File: config.mk
export PLATFORM = sky130hd
export DESIGN_NAME = uart_rx_fifo_flat
export DESIGN_NICKNAME = d
export VERILOG_FILES = /design/src/rtl/uart_pkg.sv /design/src/rtl/uart_rx_fifo_if.sv /design/src/rtl/uart_sync_fifo.sv /design/src/rtl/uart_rx_fifo.sv /design/src/flat_wrapper.sv
export SDC_FILE = /design/constraint.sdc
export NUM_CORES = 1
export LEC_CHECK = 0
export ABC_AREA = 1
export CAP_MARGIN = 20
export CELL_PAD_IN_SITES_DETAIL_PLACEMENT = 1
export CELL_PAD_IN_SITES_GLOBAL_PLACEMENT = 1
export CORE_MARGIN = 10
export CORE_UTILIZATION = 50
export CTS_BUF_LIST = sky130_fd_sc_hd__clkbuf_4
export CTS_CLUSTER_DIAMETER = 150
export DETAILED_ROUTE_END_ITERATION = 6
export PLACE_DENSITY_LB_ADDON = 0.1
export SLEW_MARGIN = 20
export SYNTH_ARGS = -nofsm -noshare
export SYNTH_HDL_FRONTEND = slang
export SYNTH_SLANG_ARGS = --single-unit
File: constraint.sdc
create_clock -name clk -period 6 [get_ports clk]
set_clock_uncertainty 0.2 [all_clocks]
set_input_delay 0.6 -clock clk [delete_from_list [all_inputs] [get_ports clk]]
set_output_delay 0.6 -clock clk [all_outputs]
set_load 0.1 [all_outputs]
File: src/rtl/uart_pkg.sv
// Shared UART definitions for the rx stage and the future tx stage.
// Latency: n/a (types and constants only).
// Backpressure: n/a.
package uart_pkg;

  localparam int UART_OVERSAMPLE = 16;
  localparam int UART_DATA_W     = 8;

  typedef enum logic [2:0] {
    IDLE,
    START,
    DATA,
    STOP,
    WAIT_HIGH
  } rx_state_t;

endpackage

File: src/rtl/uart_rx_fifo_if.sv
// Bus bundle between the UART rx front end and the MMIO read path.
// Latency: n/a (wiring only).
// Backpressure: none; rx_ren pops one byte per cycle, a full FIFO drops bytes.
interface uart_rx_fifo_if;
  import uart_pkg::*;

  logic                   rx;
  logic                   rx_ren;
  logic                   err_clr;
  logic [UART_DATA_W-1:0] uart_dout;
  logic                   rx_data_present;
  logic                   rx_full;
  logic                   frame_err;
  logic                   overrun;

  // master: the MMIO side (and the serial line) driving the receiver
  modport master (
    output rx, rx_ren, err_clr,
    input  uart_dout, rx_data_present, rx_full, frame_err, overrun
  );

  // slave: the receiver itself
  modport slave (
    input  rx, rx_ren, err_clr,
    output uart_dout, rx_data_present, rx_full, frame_err, overrun
  );

endinterface

File: src/rtl/uart_sync_fifo.sv
// First-word-fall-through FIFO with a registered head word (0 when empty).
// Latency: a push into an empty FIFO shows on dout the cycle after the push edge.
// Backpressure: none; a push into a full FIFO without a same-cycle pop is dropped.
module uart_sync_fifo #(
  parameter int DEPTH = 8,
  parameter int W     = 8
) (
  input  logic         clk,
  input  logic         rst,
  input  logic         push,
  input  logic [W-1:0] din,
  input  logic         pop,
  output logic [W-1:0] dout,
  output logic         empty,
  output logic         full,
  output logic         drop
);
  localparam int PW = $clog2(DEPTH);
  localparam int CW = PW + 1;

  logic [W-1:0]  mem [DEPTH];
  logic [PW-1:0] wr_ptr;
  logic [PW-1:0] rd_ptr;
  logic [PW-1:0] rd_nxt;
  logic [CW-1:0] count;
  logic [W-1:0]  head;
  logic          do_push;
  logic          do_pop;

  // A pop on empty is ignored; a push on full only lands if a pop frees a slot.
  always_comb begin
    empty   = (count == '0);
    full    = (count == CW'(DEPTH));
    do_pop  = pop && !empty;
    do_push = push && (!full || do_pop);
    drop    = push && !do_push;
    rd_nxt  = rd_ptr + 1'b1;
  end

  // Storage array; contents are don't-care until counted in.
  always_ff @(posedge clk) begin
    if (do_push) mem[wr_ptr] <= din;
  end

  // Pointers, occupancy and the registered head word.
  always_ff @(posedge clk) begin
    if (rst) begin
      wr_ptr <= '0;
      rd_ptr <= '0;
      count  <= '0;
      head   <= '0;
    end else begin
      if (do_push) wr_ptr <= wr_ptr + 1'b1;
      if (do_pop)  rd_ptr <= rd_nxt;
      count <= count + CW'(do_push) - CW'(do_pop);
      if (do_pop) begin
        // With one entry left the next head is either the incoming byte or nothing.
        if (count == CW'(1)) head <= do_push ? din : '0;
        else                 head <= mem[rd_nxt];
      end else if (do_push && empty) begin
        head <= din;
      end
    end
  end

  assign dout = head;

endmodule

File: src/rtl/uart_rx_fifo.sv
// 16x-oversampled 8N1 UART receiver feeding a small FWFT byte FIFO.
// Latency: byte visible on uart_dout the cycle after its stop-bit sample.
// Backpressure: none; bytes arriving while full are dropped and flag overrun.
module uart_rx_fifo
  import uart_pkg::*;
#(
  parameter int CLK_DIV = 27,
  parameter int DEPTH   = 8
) (
  input  logic           clk,
  input  logic           Rst,
  uart_rx_fifo_if.slave  bus
);
  localparam int        PRE_W    = $clog2(CLK_DIV);
  localparam logic [3:0] SMP_MID  = 4'(UART_OVERSAMPLE / 2 - 1);
  localparam logic [3:0] SMP_LAST = 4'(UART_OVERSAMPLE - 1);

  rx_state_t              state;
  logic                   rx_q1;
  logic                   rxs;
  logic [PRE_W-1:0]       presc;
  logic                   tick;
  logic [3:0]             smp;
  logic [2:0]             bitcnt;
  logic [UART_DATA_W-1:0] shreg;
  logic                   push;
  logic                   drop;
  logic                   empty;
  logic                   full;
  logic                   frame_err;
  logic                   overrun;

  // Two-flop synchronizer; idles high so reset never looks like a start bit.
  always_ff @(posedge clk) begin
    if (Rst) begin
      rx_q1 <= 1'b1;
      rxs   <= 1'b1;
    end else begin
      rx_q1 <= bus.rx;
      rxs   <= rx_q1;
    end
  end

  assign tick = (presc == PRE_W'(CLK_DIV - 1));

  // Oversample prescaler, realigned to the falling edge that opens a frame.
  always_ff @(posedge clk) begin
    if (Rst)                        presc <= '0;
    else if (state == IDLE && !rxs) presc <= '0;
    else if (tick)                  presc <= '0;
    else                            presc <= presc + 1'b1;
  end

  // Push happens on the stop-bit sample itself so the byte appears one cycle later.
  assign push = (state == STOP) && tick && (smp == SMP_LAST) && rxs;

  // Receiver FSM with counters, shift register and the sticky framing flag.
  always_ff @(posedge clk) begin
    if (Rst) begin
      state     <= IDLE;
      smp       <= '0;
      bitcnt    <= '0;
      shreg     <= '0;
      frame_err <= 1'b0;
    end else begin
      // Clear first so a framing error in the same cycle overrides it.
      if (bus.err_clr) frame_err <= 1'b0;
      case (state)
        IDLE: begin
          if (!rxs) begin
            state <= START;
            smp   <= '0;
          end
        end
        START: begin
          if (tick) begin
            if (smp == SMP_MID) begin
              smp    <= '0;
              bitcnt <= '0;
              state  <= rxs ? IDLE : DATA;
            end else begin
              smp <= smp + 1'b1;
            end
          end
        end
        DATA: begin
          if (tick) begin
            smp <= smp + 1'b1;
            if (smp == SMP_LAST) begin
              shreg <= {rxs, shreg[UART_DATA_W-1:1]};
              if (bitcnt == 3'd7) state <= STOP;
              else                bitcnt <= bitcnt + 1'b1;
            end
          end
        end
        STOP: begin
          if (tick) begin
            smp <= smp + 1'b1;
            if (smp == SMP_LAST) begin
              if (rxs) begin
                state <= IDLE;
              end else begin
                frame_err <= 1'b1;
                state     <= WAIT_HIGH;
              end
            end
          end
        end
        WAIT_HIGH: begin
          if (rxs) state <= IDLE;
        end
        default: state <= IDLE;
      endcase
    end
  end

  // Sticky overrun; a drop in the clearing cycle still leaves it set.
  always_ff @(posedge clk) begin
    if (Rst)              overrun <= 1'b0;
    else if (drop)        overrun <= 1'b1;
    else if (bus.err_clr) overrun <= 1'b0;
  end

  uart_sync_fifo #(
    .DEPTH (DEPTH),
    .W     (UART_DATA_W)
  ) u_fifo (
    .clk   (clk),
    .rst   (Rst),
    .push  (push),
    .din   (shreg),
    .pop   (bus.rx_ren),
    .dout  (bus.uart_dout),
    .empty (empty),
    .full  (full),
    .drop  (drop)
  );

  assign bus.rx_data_present = !empty;
  assign bus.rx_full         = full;
  assign bus.frame_err       = frame_err;
  assign bus.overrun         = overrun;

endmodule
File: src/flat_wrapper.sv
// flat-port wrapper written by rule: the top's interface ports become plain ports
module uart_rx_fifo_flat import uart_pkg::*;
#(
  parameter int CLK_DIV = 27,
  parameter int DEPTH   = 8
)
  (clk, Rst, bus_rx, bus_rx_ren, bus_err_clr, bus_uart_dout, bus_rx_data_present, bus_rx_full, bus_frame_err, bus_overrun);
  uart_rx_fifo_if bus_i ();
  input  logic clk;
  input  logic Rst;
  input wire logic [$bits(bus_i.rx)-1:0] bus_rx;
  input wire logic [$bits(bus_i.rx_ren)-1:0] bus_rx_ren;
  input wire logic [$bits(bus_i.err_clr)-1:0] bus_err_clr;
  output wire logic [$bits(bus_i.uart_dout)-1:0] bus_uart_dout;
  output wire logic [$bits(bus_i.rx_data_present)-1:0] bus_rx_data_present;
  output wire logic [$bits(bus_i.rx_full)-1:0] bus_rx_full;
  output wire logic [$bits(bus_i.frame_err)-1:0] bus_frame_err;
  output wire logic [$bits(bus_i.overrun)-1:0] bus_overrun;
  assign bus_i.rx = bus_rx;
  assign bus_i.rx_ren = bus_rx_ren;
  assign bus_i.err_clr = bus_err_clr;
  assign bus_uart_dout = bus_i.uart_dout;
  assign bus_rx_data_present = bus_i.rx_data_present;
  assign bus_rx_full = bus_i.rx_full;
  assign bus_frame_err = bus_i.frame_err;
  assign bus_overrun = bus_i.overrun;
  uart_rx_fifo #(.CLK_DIV(CLK_DIV), .DEPTH(DEPTH)) u_core (.clk(clk), .Rst(Rst), .bus(bus_i));
endmodule
==> run summary <==
## Final layout
* 0 — antenna diode count
* 9.877% — fraction of final layout cells sized beyond drive strength 1
* 5379 sq um — final instance area
* nand2_1, nor2_1, edfxtp_1 — most used cells in the layout excluding fill and tap cells
* nand2_1 — leading cell type in the layout, fill and taps excluded
* 700 — post-route insts no fill
* 1851 sq um — Multi-input gate area
* 2823 sq um — sequential standard cell area
* 580 — Final nets
* 9.056% — area grow syn2layout
* 1160 — filler cell count

## Worst setup path
* bus_rx_data_present — critical path capture point
* u_core.u_fifo.mem[5][5] — Critical R2R Capture
* flop — nature of the critical path startpoint
* 3 — Crit Path Max Fanout
* 5200 ps — Worst Path Required
* u_core.u_fifo.count[2] — first element of the critical path
* 3200 ps — flop-to-flop setup slack
* u_core.u_fifo.count[2] — worst r2r src
* 2470 ps — data arrival time of the critical path
* output pin — type of element capturing the critical path
* flop to output pin — start-to-end type of the worst setup path
* 9 — cells on worst reg2reg path

## Detailed routing
* 0 — count of antenna-violating nets left after detailed routing
* 4 — detailed-router iteration count before antenna repair
* 175 — DRC violation total after the first TritonRoute iteration
* 5.291 — detailed-route vias per instance
* 17.58 um — final routed wire length divided by cell count
* 0 — post-detailed-route DRC marker count
* 12.31 mm — wirelength, routed
* 3704 — detailed-route via count

## Placed design
* 5192 sq um — Area after DPL
* 8.763 mm — post-detail-place hpwl
* 683 — number of instances in the placed design
* 16 — number of I/O port buffers
* 0.8367 — final weighted congestion of routability-driven global placement
* 2716 ps — minimum setup slack after placement

## CTS
* 2 — Bufs on Longest Clock Path
* 3 — CTS H-Tree Depth
* 160 ps — Worst-path clk slew
* 0 — Setup Fix Bufs, Post-CTS
* 9 — total CTS buffers
* 109 — clock tree sinks
* clkbuf_4 — Root Buffer Master
* 480 ps — Clk Latency, worst-skew pair
* 0 — CTS Hold Buffers Added
* 0 — CTS-repair resized insts
* built — CTS tree

## Synthesis
* 109 — #FFs+latches synth
* 567 — nets in the synthesized netlist
* 57.23% — sequential cell area fraction in the yosys report
* 4932 sq um — Syn Std Cell Area
* 0 — number of warnings reported in the yosys synthesis log
* 549 — synthesized instance count
* 29 — synth unique cells
* 8.984 sq um — post-synthesis area per instance

## GRT
* 17.90% — GR Util All Layers
* 20.21 mm — wire length of the first global-routing pass
* 0 — overflow left after global routing
* 35 — largest net degree at the start of global routing
* 0 — antenna violations before repair
* 3935 — vias in the first global route

## STA
* 0 ps — TNS Setup
* 0.3061 GHz — achievable clock frequency
* 28.69% — Max-Slew Margin vs Limit
* 0 — Final setup violation count
* 1061 ps — transition time of the tightest slew-check pin
* 2734 ps — final worst setup slack
* 3266 ps — minimum clock period
* 0 — number of hold violations in the final report
* 0 — count of final max-slew check failures
* false — RSZ-0062 raised after global routing
* 54.44% — period utilisation layout

## Min path
* flop to flop — Hold Crit Class
* 1 — number of cells traversed by the worst hold path

## Die
* 119.3 um — chip width
* 50.93% — initial core utilization
* 9684 sq um — placeable core area
* 119.3 um — floorplan die height
* 14240 sq um — die outline area
* 36 — Cell Rows
* 17 — boundary pin count

## Power and ir drop
* 404.2 nW/um^2 — power density over the cells
* 0.3866 mV — maximum VDD drop
* 2.174 mW — PnR Total Power
* 2.286 nW — Pleak

## Flow run
* 0 — Max Cap Viol

## Run status
* finished clean — outcome

==> per-stage QoR <==
stage                     utilization (%)  hold slack (ps)
after detailed placement            53.62            206.1
after CTS                           55.23            241.6
after floorplan                         -            189.5
after global routing                55.54            246.5
after global placement              53.62            193.8
final                               55.54            240.2
==> state kept, by name (all words and copies together), names as in the netlist <==
name	flops
u_core.bitcnt	3
u_core.bus.frame_err	1
u_core.bus.overrun	1
u_core.presc	5
u_core.rx_q1	1
u_core.rxs	1
u_core.shreg	8
u_core.smp	4
u_core.state	3
u_core.u_fifo.count	4
u_core.u_fifo.dout	8
u_core.u_fifo.mem	64
u_core.u_fifo.rd_ptr	3
u_core.u_fifo.wr_ptr	3
==> cells by family (layout without fill, tap and decap cells) <==
family | Yosys count | count (layout) | share of synthesized area, %
and+or+nand+nor | 298 | 298 | 27.12
buffers and inverters | 72 | 90 | 5.758
xor gates and xnor gates | 5 | 5 | 1.040
DFF | 109 | 109 | 57.23
adders and majority gates | 13 | 13 | 3.450
AOI/OAI and AO/OA | 52 | 52 | 5.404
==> worst min path at each step <==
stage	start	end	slack [ps]
finish	u_core.rx_q1	u_core.rxs	240
global route	u_core.rx_q1	u_core.rxs	250
CTS	u_core.rx_q1	u_core.rxs	240
detailed placement	u_core.rx_q1	u_core.rxs	210
floorplan	u_core.rx_q1	u_core.rxs	190
global placement	u_core.rx_q1	u_core.rxs	190
==> cells in the mapped netlist <==
master | n | area (sq um)
nand3_1 | 43 | 215.2
edfxtp_1 | 64 | 1922
clkbuf_1 | 5 | 18.77
nand2_4 | 4 | 45.04
buf_2 | 11 | 55.05
or2_2 | 3 | 18.77
a21oi_1 | 24 | 120.1
nor2_1 | 66 | 247.7
ha_1 | 12 | 150.1
nor2_8 | 2 | 40.04
a21oi_2 | 1 | 8.760
o21a_1 | 1 | 7.510
xor2_1 | 3 | 26.28
nand2_2 | 6 | 37.54
inv_1 | 44 | 165.2
o21ai_1 | 4 | 20.02
dfxtp_1 | 45 | 900.9
inv_2 | 12 | 45.04
nor2_4 | 1 | 11.26
xnor2_2 | 1 | 16.27
nor3_1 | 9 | 45.04
fa_1 | 1 | 20.02
nand2_1 | 150 | 563.0
nand4_4 | 1 | 21.27
nand3b_1 | 9 | 67.56
o21ai_0 | 22 | 110.1
or2_0 | 1 | 6.260
nor2_2 | 3 | 18.77
xnor2_1 | 1 | 8.760
==> power breakdown <==
group / internal (mW) / switching [mW]
sequential: 0.837 / 0.0361
combinational: 0.241 / 0.650
clock: 0.168 / 0.243
total: 1.24 / 0.929
==> critical path: stages, from the launching register on <==
cell             delay [ps]
dfxtp_1                 340
inv_1                    60
ha_1                    200
nand2_1                 110
nor2_2                   70
inv_2                    60
clkdlybuf4s50_1        1130
==> layer usage <==
layer,vias up,share of wire [%],track usage [%]
met4,0,2.3,6.410
met1,1807,41,21.33
met2,69,53,31.85
li1,1808,-,-
met3,20,3.4,2.929
met5,-,0,0
==> area by class of cell <==
type	count	share of cell area, %
Clock buffer	9	1.256
Clock inverter	7	1.652
Inverter	56	3.908
Multi-Input combinational cell	368	34.40
Sequential cell	109	52.48
Tap cell	133	3.094
Timing Repair Buffer	18	3.210
Note: power is estimated with default switching activity, not from simulation.
